===== src/rtl/instr_fetch_unit_pkg.sv =====
// Shared types and constants for the instruction fetch unit.
package instr_fetch_unit_pkg;

    localparam int unsigned XLEN = 32;
    localparam logic [XLEN-1:0] NOP_INSTR = 32'h0000_0013;

    typedef enum logic [1:0] {
        IDLE = 2'd0,
        REQ  = 2'd1,
        RESP = 2'd2,
        ERR  = 2'd3
    } fetch_state_e;

endpackage


===== src/rtl/instr_fetch_unit_if.sv =====
// Instruction memory req/gnt/rvalid bus between the fetch unit and imem.
interface instr_fetch_unit_if;
    import instr_fetch_unit_pkg::*;

    logic            req;
    logic [XLEN-1:0] addr;
    logic            gnt;
    logic            rvalid;
    logic [XLEN-1:0] rdata;

    modport master (output req, addr, input gnt, rvalid, rdata);
    modport slave  (input req, addr, output gnt, rvalid, rdata);

endinterface


===== src/rtl/instr_fetch_unit.sv =====
// Instruction fetch unit: owns PC, OldPC, IR and past-IR; fetches over a
// req/gnt/rvalid bus and flags a bus error when a response never arrives.
module instr_fetch_unit
    import instr_fetch_unit_pkg::*;
#(
    parameter logic [XLEN-1:0] RESET_PC       = 32'h0000_0000,
    parameter int unsigned     TIMEOUT_CYCLES = 16
) (
    input  logic                clk_i,
    input  logic                rst_i,
    input  logic                IRWrite_i,
    input  logic                PCWrite_i,
    input  logic [XLEN-1:0]     PCNext_i,
    instr_fetch_unit_if.master  imem,
    output logic [XLEN-1:0]     PC_o,
    output logic [XLEN-1:0]     OldPC_o,
    output logic [XLEN-1:0]     Instr_o,
    output logic [XLEN-1:0]     InstrPast_o,
    output logic                busy_o,
    output logic                fetch_err_o,
    output logic                misalign_o
);

    localparam int unsigned      CNT_W    = $clog2(TIMEOUT_CYCLES) + 1;
    localparam logic [CNT_W-1:0] CNT_LAST = CNT_W'(TIMEOUT_CYCLES - 1);
    localparam logic [XLEN-1:0]  RESET_FETCH_ADDR = {RESET_PC[XLEN-1:2], 2'b00};

    fetch_state_e     state_q, state_d;
    logic [CNT_W-1:0] cnt_q, cnt_d;
    logic [XLEN-1:0]  fetch_addr_q, fetch_addr_d;
    logic             rsp_take;

    // State, timeout counter and latched fetch address
    always_ff @(posedge clk_i or posedge rst_i) begin
        if (rst_i) begin
            state_q      <= IDLE;
            cnt_q        <= '0;
            fetch_addr_q <= RESET_FETCH_ADDR;
        end else begin
            state_q      <= state_d;
            cnt_q        <= cnt_d;
            fetch_addr_q <= fetch_addr_d;
        end
    end

    // Next state; the counter only advances below its terminal value, so it cannot wrap
    always_comb begin
        state_d      = state_q;
        cnt_d        = cnt_q;
        fetch_addr_d = fetch_addr_q;
        rsp_take     = 1'b0;
        case (state_q)
            IDLE: begin
                if (IRWrite_i) begin
                    state_d      = REQ;
                    fetch_addr_d = {PC_o[XLEN-1:2], 2'b00};
                end
            end
            REQ: begin
                if (imem.gnt) begin
                    state_d = RESP;
                    cnt_d   = '0;
                end
            end
            RESP: begin
                if (imem.rvalid) begin
                    state_d  = IDLE;
                    rsp_take = 1'b1;
                end else if (cnt_q >= CNT_LAST) begin
                    state_d = ERR;
                end else begin
                    cnt_d = cnt_q + CNT_W'(1);
                end
            end
            ERR:     state_d = IDLE;
            default: state_d = IDLE;
        endcase
    end

    // Status outputs registered from the next state; async reset clears them at once
    always_ff @(posedge clk_i or posedge rst_i) begin
        if (rst_i) begin
            imem.req    <= 1'b0;
            busy_o      <= 1'b0;
            fetch_err_o <= 1'b0;
        end else begin
            imem.req    <= (state_d == REQ);
            busy_o      <= (state_d != IDLE);
            fetch_err_o <= (state_d == ERR);
        end
    end

    assign imem.addr = fetch_addr_q;

    // PC, instruction and past-instruction registers
    always_ff @(posedge clk_i or posedge rst_i) begin
        if (rst_i) begin
            PC_o        <= RESET_PC;
            OldPC_o     <= RESET_PC;
            Instr_o     <= NOP_INSTR;
            InstrPast_o <= NOP_INSTR;
            misalign_o  <= 1'b0;
        end else begin
            if (PCWrite_i) begin
                PC_o <= PCNext_i;
                if (PCNext_i[1:0] != 2'b00) begin
                    misalign_o <= 1'b1;
                end
            end
            if (rsp_take) begin
                InstrPast_o <= Instr_o;
                Instr_o     <= imem.rdata;
                OldPC_o     <= fetch_addr_q;
            end
        end
    end

endmodule


===== src/flat_wrapper.sv =====
// flat-port wrapper written by rule: the top's interface ports become plain ports
module instr_fetch_unit_flat import instr_fetch_unit_pkg::*;
#(
    parameter logic [XLEN-1:0] RESET_PC       = 32'h0000_0000,
    parameter int unsigned     TIMEOUT_CYCLES = 16
)
  (clk_i, rst_i, IRWrite_i, PCWrite_i, PCNext_i, PC_o, OldPC_o, Instr_o, InstrPast_o, busy_o, fetch_err_o, misalign_o, imem_req, imem_addr, imem_gnt, imem_rvalid, imem_rdata);
  instr_fetch_unit_if imem_i ();
  input  logic clk_i;
  input  logic rst_i;
  input  logic IRWrite_i;
  input  logic PCWrite_i;
  input  logic [XLEN-1:0] PCNext_i;
  output logic [XLEN-1:0] PC_o;
  output logic [XLEN-1:0] OldPC_o;
  output logic [XLEN-1:0] Instr_o;
  output logic [XLEN-1:0] InstrPast_o;
  output logic busy_o;
  output logic fetch_err_o;
  output logic misalign_o;
  output wire logic [$bits(imem_i.req)-1:0] imem_req;
  output wire logic [$bits(imem_i.addr)-1:0] imem_addr;
  input wire logic [$bits(imem_i.gnt)-1:0] imem_gnt;
  input wire logic [$bits(imem_i.rvalid)-1:0] imem_rvalid;
  input wire logic [$bits(imem_i.rdata)-1:0] imem_rdata;
  assign imem_req = imem_i.req;
  assign imem_addr = imem_i.addr;
  assign imem_i.gnt = imem_gnt;
  assign imem_i.rvalid = imem_rvalid;
  assign imem_i.rdata = imem_rdata;
  instr_fetch_unit #(.RESET_PC(RESET_PC), .TIMEOUT_CYCLES(TIMEOUT_CYCLES)) u_core (.clk_i(clk_i), .rst_i(rst_i), .IRWrite_i(IRWrite_i), .PCWrite_i(PCWrite_i), .PCNext_i(PCNext_i), .imem(imem_i), .PC_o(PC_o), .OldPC_o(OldPC_o), .Instr_o(Instr_o), .InstrPast_o(InstrPast_o), .busy_o(busy_o), .fetch_err_o(fetch_err_o), .misalign_o(misalign_o));
endmodule

===== config.mk =====
export PLATFORM = sky130hd
export DESIGN_NAME = instr_fetch_unit_flat
export DESIGN_NICKNAME = d
export VERILOG_FILES = /design/src/rtl/instr_fetch_unit_pkg.sv /design/src/rtl/instr_fetch_unit_if.sv /design/src/rtl/instr_fetch_unit.sv /design/src/flat_wrapper.sv
export SDC_FILE = /design/constraint.sdc
export NUM_CORES = 1
export LEC_CHECK = 0
export CAP_MARGIN = 0
export CORE_AREA = 2 2 157 159
export CTS_CLUSTER_DIAMETER = 80
export CTS_CLUSTER_SIZE = 24
export DETAILED_ROUTE_END_ITERATION = 10
export DIE_AREA = 0 0 159 161
export DONT_BUFFER_PORTS = 1
export PLACE_DENSITY = 0.42
export SYNTH_ARGS = -nofsm -noshare
export SYNTH_HDL_FRONTEND = slang
export SYNTH_SLANG_ARGS = --single-unit

===== constraint.sdc =====
create_clock -name clk_i -period 13.1 [get_ports clk_i]
set_clock_uncertainty 0.15 [all_clocks]
set_input_delay 1.965 -clock clk_i [delete_from_list [all_inputs] [get_ports clk_i]]
set_output_delay 1.965 -clock clk_i [all_outputs]
set_load 0.05 [all_outputs]

==> run metrics, run 1 <==
Clk pin slew, worst setup/hold paths=70 ps; WHS Path Cells=2; Post-synth EDFFs=0; Detailed Place HPWL=8890 um; Hold EP=u_core.cnt_q[4]; Post-synth ARST share=100%; TNS Setup=0 ps; initial antenna violation count=1; core area=0.0240 sq mm; gpl congestion=0.712; crit start category=input port; Residual DRC=0; num rows=57; CTS tree=done; top-count cell post-synth=dfrtp_1; Initial DRT Pass Iterations=4; vias in the first global route=3,470; CP endpoint kind=flop; Synth Cell Area=0.00634 sq mm; final setup fails=0; Post-CTS Hold Fix Bufs=0; Synth area leaders=dfrtp_1 64%, mux2_2 28%, dfstp_2 2.5%; Area Overhead vs Synth=13.2%; PortBufs=0; Yosys top cell area share=63.5%; TritonCTS buffer count=17; FF-to-FF setup slack=10,650 ps; top post-synthesis cells by count=161 x dfrtp_1, 156 x mux2_2, 9 x buf_2; critical path peak fanout=69; grt total ovfl=0; CTS H-tree lvls=4; Slew headroom=33.3%; #FFs+latches synth=167; first-pass GRT wire length=21,100 um; Warnings, synthesis=0; Initial Util=26.5%; post-CTS setup buffers=0; reg2reg path depth=3; CTS resizes=0; clk buf depth=2; final hold vios=0; share of cells above drive strength 1=50.4%; Hold WC Path Type=reg2reg; die width=159 um; Max Cap Violations=0; reg-to-reg endpoint=u_core.Instr_o[27]; final net count=456; Clock Latency Late Sink=420 ps; Final Critical Period=3370 ps; via count=3,164; Final Cycle Share=25.7%; root buffer cell=clkbuf_16; # diodes=0; RSZ-0062 raised after global routing=no; leading area contributor after synthesis=dfrtp_1; First DRT Iteration DRCs=179; die height=161 um; crit path DAT=3520 ps; routed wire length=13,300 um; Top FF cell, synth=dfrtp_1; status=finished, final reports clean; r2r startpoint=u_core.state_q[0]; die area=0.0256 sq mm; Fillers=2,433; Seq/Total Area, Yosys=66.0%; Worst Path Required=13,250 ps; mean post-synth cell area=16.6 sq um; largest net degree at the start of global routing=93; total global-route track usage=10.6%; I/O pin total=234; crit path kind=in2reg; f_max=0.297 GHz; # clock sinks=167; Max Transition Viols Final=0; Worst Min Path Start=u_core.cnt_q[4]; worst slew pin tran=998 ps; Mapped Cells=381; via/cell ratio=4.39; average wire per standard cell=18.4 um; Detail Route Antenna Nets=0; Netlist cell types=29
[stage by stage]
| stage | instance area, sq um | hold slack, ps | worst slack [ps] | utilization (%) | std cells |
|---|---|---|---|---|---|
| finish | 7180 | 402 | 9730 | 30.0 | 721 |
| global route | 7180 | 433 | 9530 | 30.0 | 721 |
| CTS | 7180 | 397 | 9710 | 30.0 | 721 |
| detailed placement | 6630 | 381 | 9250 | 27.7 | 689 |
| global placement | 6630 | 354 | 9300 | 27.7 | 689 |
| floorplan | 6350 | 330 | 6480 | - | 384 |
[layout make-up]
| type | instances | area, sq um | area share, % |
|---|---|---|---|
| clock buffer | 17 | 425 | 5.93 |
| clock inverter | 15 | 120 | 1.67 |
| inverter | 2 | 12.5 | 0.174 |
| multi-input combinational | 194 | 2010 | 28.1 |
| sequential | 167 | 4190 | 58.3 |
| tap | 324 | 405 | 5.65 |
| timing repair buffer | 2 | 15.0 | 0.209 |
[worst max-delay path by stage]
stage / end / depth (start not counted) / start / slack, ps
6_report: u_core.Instr_o[27] / 3 / imem_rvalid / 9730
4_1_cts: u_core.InstrPast_o[29] / 3 / imem_rvalid / 9710
2_1_floorplan: u_core.InstrPast_o[10] / 1 / rst_i / 6480
5_1_grt: u_core.Instr_o[5] / 2 / rst_i / 9530
3_3_place_gp: u_core.InstrPast_o[28] / 3 / imem_rvalid / 9300
3_5_place_dp: u_core.InstrPast_o[25] / 3 / imem_rvalid / 9250
[cell families after synthesis]
family / after synthesis / share of synthesized area (%)
compound gates: 10 / 1.01
other cells: 1 / 0.0591
buf+inv: 23 / 2.54
simple gates: 21 / 2.15
mux: 157 / 27.9
flops: 167 / 66.0
fa+ha+maj: 2 / 0.394
[critical path, stage by stage]
cell and delay [ps]:
nand3b_4 330, buf_4 770, mux2_2 420
[routing by layer]
metal | GRT usage (%) | up-vias | share of wire [%]
li1 | - | 1353 | -
met1 | 12.7 | 1619 | 40
met2 | 15.7 | 173 | 46
met3 | 6.37 | 17 | 13
met4 | 4.13 | 2 | 1.6
met5 | 0 | - | 0.098
[state kept, by name (all words and copies together) (netlist names)]
name / count
u_core.InstrPast_o: 32
u_core.Instr_o: 32
u_core.OldPC_o: 30
u_core.PC_o: 32
u_core.busy_o: 1
u_core.cnt_q: 5
u_core.fetch_err_o: 1
u_core.imem.addr: 30
u_core.imem.req: 1
u_core.misalign_o: 1
u_core.state_q: 2
[placed cells by master (no fill, tap or decap), types with 3 or more instances in the layout]
master	synthesis	final
clkinvlp_4	0	4
nor2_1	4	3
clkbuf_16	0	17
inv_6	0	5
nand2_1	3	3
clkinv_2	0	3
dfstp_2	6	6
nand2b_1	4	4
conb_1	1	4
dfrtp_1	161	161
and3_1	3	3
a21oi_1	3	3
mux2_2	156	156
Power of run 1 is left out: the tool's default activity adds up to more than one toggle a clock period on the data nets, which glitch-free logic cannot reach.
==> run 2, diff against run 1 <==
Settings changed: PLACE_DENSITY 0.42 to 0.43.
Clock period 13.1 ns to 2.7 ns, I/O delays scaled along.
==> run 2 against run 1 <==
Against the previous run: flip-flop and latch count is the same; via count grew 11%; design area rose by 13%; cell count up 12%; largest cell class unchanged; register-to-register slack worse by 10000 ps; critical path depth unchanged; worst setup slack got worse by 9000 ps; first-iteration DRC count decreased by 44%.
==> run metrics, run 2 (synthesis results as in run 1) <==
status=finished, final reports clean; final setup fails=0 (unchanged); initial antenna violation count=0 (-1); CTS H-tree lvls=4 (unchanged); f_max=0.500 GHz; core area=0.0240 sq mm (unchanged); Post-DP Area=0.00676 sq mm (+1.9%); share of cells above drive strength 1=43.7% (-6.7 points); CTS tree=done; gpl congestion=0.745 (+4.7%); total global-route track usage=11.5% (+0.85 points); Area Overhead vs Synth=28.4%; FF-to-FF setup slack=700 ps (-9950 ps); CTS resizes=0 (unchanged); final worst setup slack=698 ps (-9030 ps); CP endpoint kind=flop; Final Critical Period=2000 ps; Worst Path Required=2840 ps (-10,410 ps); TritonCTS buffer count=17 (unchanged); die height=161 um (unchanged); largest net degree at the start of global routing=38 (-59%); Residual DRC=0 (unchanged); CP max stage delay=540 ps (-230 ps); num rows=57 (unchanged); Hold WC Path Type=in2reg; Detail Route Antenna Nets=0 (unchanged); RSZ-0062 raised after global routing=no; CP bufs+invs=1 (unchanged); first-pass GRT wire length=22,800 um (+7.8%); via/cell ratio=4.38 (-0.30%); PortBufs=0 (unchanged); CP Cell Sequence=nand3b_4 > buf_12 > mux2_2; die width=159 um (unchanged); most common cell after layout, fill and taps aside=dfrtp_1; dpl ws=703 ps (-8550 ps); root buffer cell=clkbuf_16; I/O pin total=234 (unchanged); Detailed Place HPWL=9640 um (+8.4%); cell family with most CP delay=flip-flops; Max Cap Violations=0 (unchanged); Initial DRT Pass Iterations=4 (unchanged); crit start category=flop; average wire per standard cell=18.0 um (-2.1%); vias in the first global route=3,847 (+11%); # diodes=0 (unchanged); Slew headroom=48.8% (+16 points); via count=3,522 (+11%); Largest regs=u_core.InstrPast_o (32), u_core.Instr_o (32), u_core.PC_o (32); Clock Latency Late Sink=420 ps (about the same); routed wire length=14,500 um (+9.3%); final hold vios=0 (unchanged); WHS Path Cells=2 (unchanged); Max Transition Viols Final=0 (unchanged); Fillers=2,345 (-3.6%); Initial Util=26.5% (unchanged); grt total ovfl=0 (unchanged); crit path DAT=2140 ps (-1380 ps); final net count=540 (+18%); die area=0.0256 sq mm (unchanged); # clock sinks=167 (unchanged); clk buf depth=2 (unchanged); crit path kind=reg2reg; First DRT Iteration DRCs=101 (-44%); Clk pin slew, worst setup/hold paths=70 ps (about the same); final instance area=0.00815 sq mm (+13%); commonest cells after routing, fill and taps aside=161 x dfrtp_1, 156 x mux2_2, 74 x dlygate4sd3_1; Crit path depth=3 (unchanged); Slowest cell on crit path=dfrtp_1; TNS Setup=0 ps (unchanged); critical path peak fanout=37 (-46%); worst slew pin tran=766 ps (-232 ps); Final Cycle Share=74.1%; reg2reg path depth=3 (unchanged)
run 2: cell types whose count changed in the layout (fill, tap and decap cells not counted), sizes merged:
cell	previous run	this run
clkinvlp	4	2
inv	8	7
dlygate4sd3	0	74
clkinv	5	4
bufinv	0	3
clkbuf	17	18
buf	2	12
run 2: worst reg2reg max path, delay by kind of cell, from the launching register on:
family                 cells  cell delay [ps]
AND/OR/NAND/NOR            1              490
multiplexers               1              300
flip-flops                 1              540
buffers and inverters      1              410
run 2: cell type report:
type / instances / area [sq um] / share of cell area (%)
Clock inverter: 14 / 185 / 2.27
Inverter: 2 / 11.3 / 0.138
Tap cell: 324 / 405 / 4.98
Sequential cell: 167 / 4190 / 51.4
Clock buffer: 18 / 439 / 5.39
Multi-Input combinational cell: 194 / 2010 / 24.7
Timing Repair Buffer: 86 / 906 / 11.1
run 2: routing by layer:
metal | part of all wire, % | wire length, um | track usage [%] | vias to the layer above
met1 | 40 | 5830 | 13.4 | 1808
met4 | 1.2 | 167 | 4.01 | 0
met3 | 11 | 1590 | 6.06 | 8
met2 | 48 | 6940 | 18.2 | 181
met5 | 0 | 0 | 0 | -
li1 | - | - | - | 1525
run 2: timing repair:
action / 4_1_cts / 5_1_grt
setup endpoints to repair: 0 / 0
hold buffers: 75 / 0
hold endpoints to repair: 82 / 0
buffers inserted: 0 / 0
run 2: final timing paths:
| check | from | to |
|---|---|---|
| worst max-delay path | u_core.state_q[1] | u_core.Instr_o[29] |
| worst min-delay path | imem_gnt | u_core.imem.req |
| worst max register to register | u_core.state_q[1] | u_core.Instr_o[29] |
| worst min register to register | u_core.cnt_q[3] | u_core.cnt_q[3] |
| max in group asynchronous | rst_i | u_core.Instr_o[0] |
| min in group asynchronous | rst_i | u_core.InstrPast_o[30] |
run 2: stage by stage:
step,std cells,util (%),hold slack (ps)
after floorplan,384,-,330
after global placement,698,28.2,305
after detailed placement,698,28.2,307
after CTS,805,34.0,32.0
after global routing,805,34.0,32.5
final,805,34.0,65.9
Power of run 2 is left out for the same reason.
==> run 3, diff against run 2 <==
Settings changed: PLACE_DENSITY 0.43 to 0.42.
Clock period 2.7 ns to 2.1 ns, I/O delays scaled along.
==> run 3 against run 2 <==
Against the previous run: global-route usage up 0.45 points; die area unchanged; cell count up 3.1%; critical path depth up 3; hold slack worse by 24 ps; first-iteration DRC count up 13%; via count up 2.9%; flip-flop and latch count unchanged; routed wire length up 2.1%; non-clock buffer count up 24; register-to-register slack worse by 560 ps; count of clock-buffer cells in the layout up 2.
==> run metrics, run 3 (synthesis results as in run 1) <==
status=finished, final reports clean; first-pass GRT wire length=23,800 um (+4.6%); worst slew pin tran=573 ps (-194 ps); Initial DRT Pass Iterations=4 (unchanged); # clock sinks=167 (unchanged); I/O pin total=234 (unchanged); TritonCTS buffer count=17 (unchanged); routed wire length=14,800 um (+2.1%); Residual DRC=0 (unchanged); CTS resizes=0 (unchanged); post-CTS setup buffers=0 (unchanged); TNS Setup=0 ps (unchanged); vias in the first global route=4,090 (+6.3%); final hold vios=0 (unchanged); average wire per standard cell=17.9 um (-0.95%); CP endpoint kind=flop; core area=0.0240 sq mm (unchanged); final core utilization=34.7% (+0.68 points); Detailed Place HPWL=9520 um (-1.2%); Final Cycle Share=93.5% (+19 points); via/cell ratio=4.37 (-0.18%); CTS H-tree lvls=4 (unchanged); PortBufs=0 (unchanged); Initial Util=26.5% (unchanged); final setup fails=0 (unchanged); reg2reg path depth=6 (+3); Post-CTS Hold Fix Bufs=101 (+35%); RSZ-0062 raised after global routing=no; final worst setup slack=136 ps (-562 ps); Final Critical Period=1960 ps (-37.7 ps); most common cell after layout, fill and taps aside=dfrtp_1; largest net degree at the start of global routing=48 (+26%); crit path DAT=2100 ps (-40 ps); share of cells above drive strength 1=40.6% (-3.1 points); Slew headroom=61.8% (+13 points); Hold WC Path Type=in2reg; clk buf depth=2 (unchanged); CTS tree=done; commonest cells after routing, fill and taps aside=161 x dfrtp_1, 156 x mux2_2, 101 x dlygate4sd3_1; dpl ws=184 ps (-518 ps); Largest regs=u_core.InstrPast_o (32), u_core.Instr_o (32), u_core.PC_o (32); f_max=0.509 GHz (+1.9%); total global-route track usage=12.0% (+0.45 points); crit start category=flop; via count=3,625 (+2.9%); root buffer cell=clkbuf_16; Max Cap Violations=0 (unchanged); Detail Route Antenna Nets=0 (unchanged); final net count=564 (+4.4%); gpl congestion=0.696 (-6.6%); num rows=57 (unchanged); initial antenna violation count=1 (+1); Clk pin slew, worst setup/hold paths=60 ps (about the same); die area=0.0256 sq mm (unchanged); die height=161 um (unchanged); Max Transition Viols Final=0 (unchanged); critical path peak fanout=6 (-84%); Area Overhead vs Synth=31.0%; Fillers=2,348 (+0.13%); Worst Path Required=2230 ps (-610 ps); First DRT Iteration DRCs=114 (+13%); WHS Path Cells=2 (unchanged); Clock Latency Late Sink=410 ps (about the same); grt total ovfl=0 (unchanged); die width=159 um (unchanged); crit path kind=reg2reg
run 3: cell types whose count changed in the layout (fill, tap and decap cells not counted):
cell / before / now
inv_8: 3 / 0
clkinv_4: 2 / 0
inv_6: 3 / 7
clkinv_2: 2 / 3
diode_2: 0 / 1
dlygate4sd3_1: 74 / 101
clkinvlp_4: 2 / 3
bufinv_16: 3 / 0
buf_4: 6 / 3
clkbuf_1: 0 / 2
run 3: metal layers:
metal,vias to the layer above,track usage [%],wire (um)
li1,1574,-,-
met1,1866,13.9,5890
met2,178,19.2,7180
met3,7,6.39,1630
met4,0,3.47,127
met5,-,0,0
run 3: through the flow:
stage | instances | instance area (sq um) | hold WS, ps
6_report | 830 | 8310 | 41.4
5_1_grt | 829 | 8310 | 26.4
2_1_floorplan | 384 | 6360 | 309
3_3_place_gp | 696 | 6760 | 114
4_1_cts | 829 | 8310 | 8.41
3_5_place_dp | 696 | 6760 | 116
run 3: final cells by class:
class	instances	area, sq um	share of cell area, %
Antenna cell	1	2.50	0.0301
Clock buffer	20	447	5.37
Clock inverter	12	91.3	1.10
Inverter	2	11.3	0.135
Multi-Input combinational cell	194	2010	24.2
Sequential cell	167	4190	50.4
Tap cell	324	405	4.88
Timing Repair Buffer	110	1150	13.9
run 3: critical path, cell delays in order, from the launching register on:
cell and delay, ps:
dfrtp_1 430, ha_1 250, and3_1 190, ha_1 170
nor2_1 290, and3_1 260, a311oi_1 100
run 3: final timing paths:
| path | slack, ps | end | from |
|---|---|---|---|
| worst max-delay path | 140 | u_core.cnt_q[2] | u_core.cnt_q[0] |
| worst min-delay path | 40 | u_core.imem.req | IRWrite_i |
| worst max register to register | 140 | u_core.cnt_q[2] | u_core.cnt_q[0] |
| max in group asynchronous | 850 | u_core.InstrPast_o[4] | rst_i |
| worst min register to register | 400 | u_core.cnt_q[3] | u_core.cnt_q[3] |
| min in group asynchronous | 280 | u_core.Instr_o[26] | rst_i |
Power of run 3 is left out for the same reason.
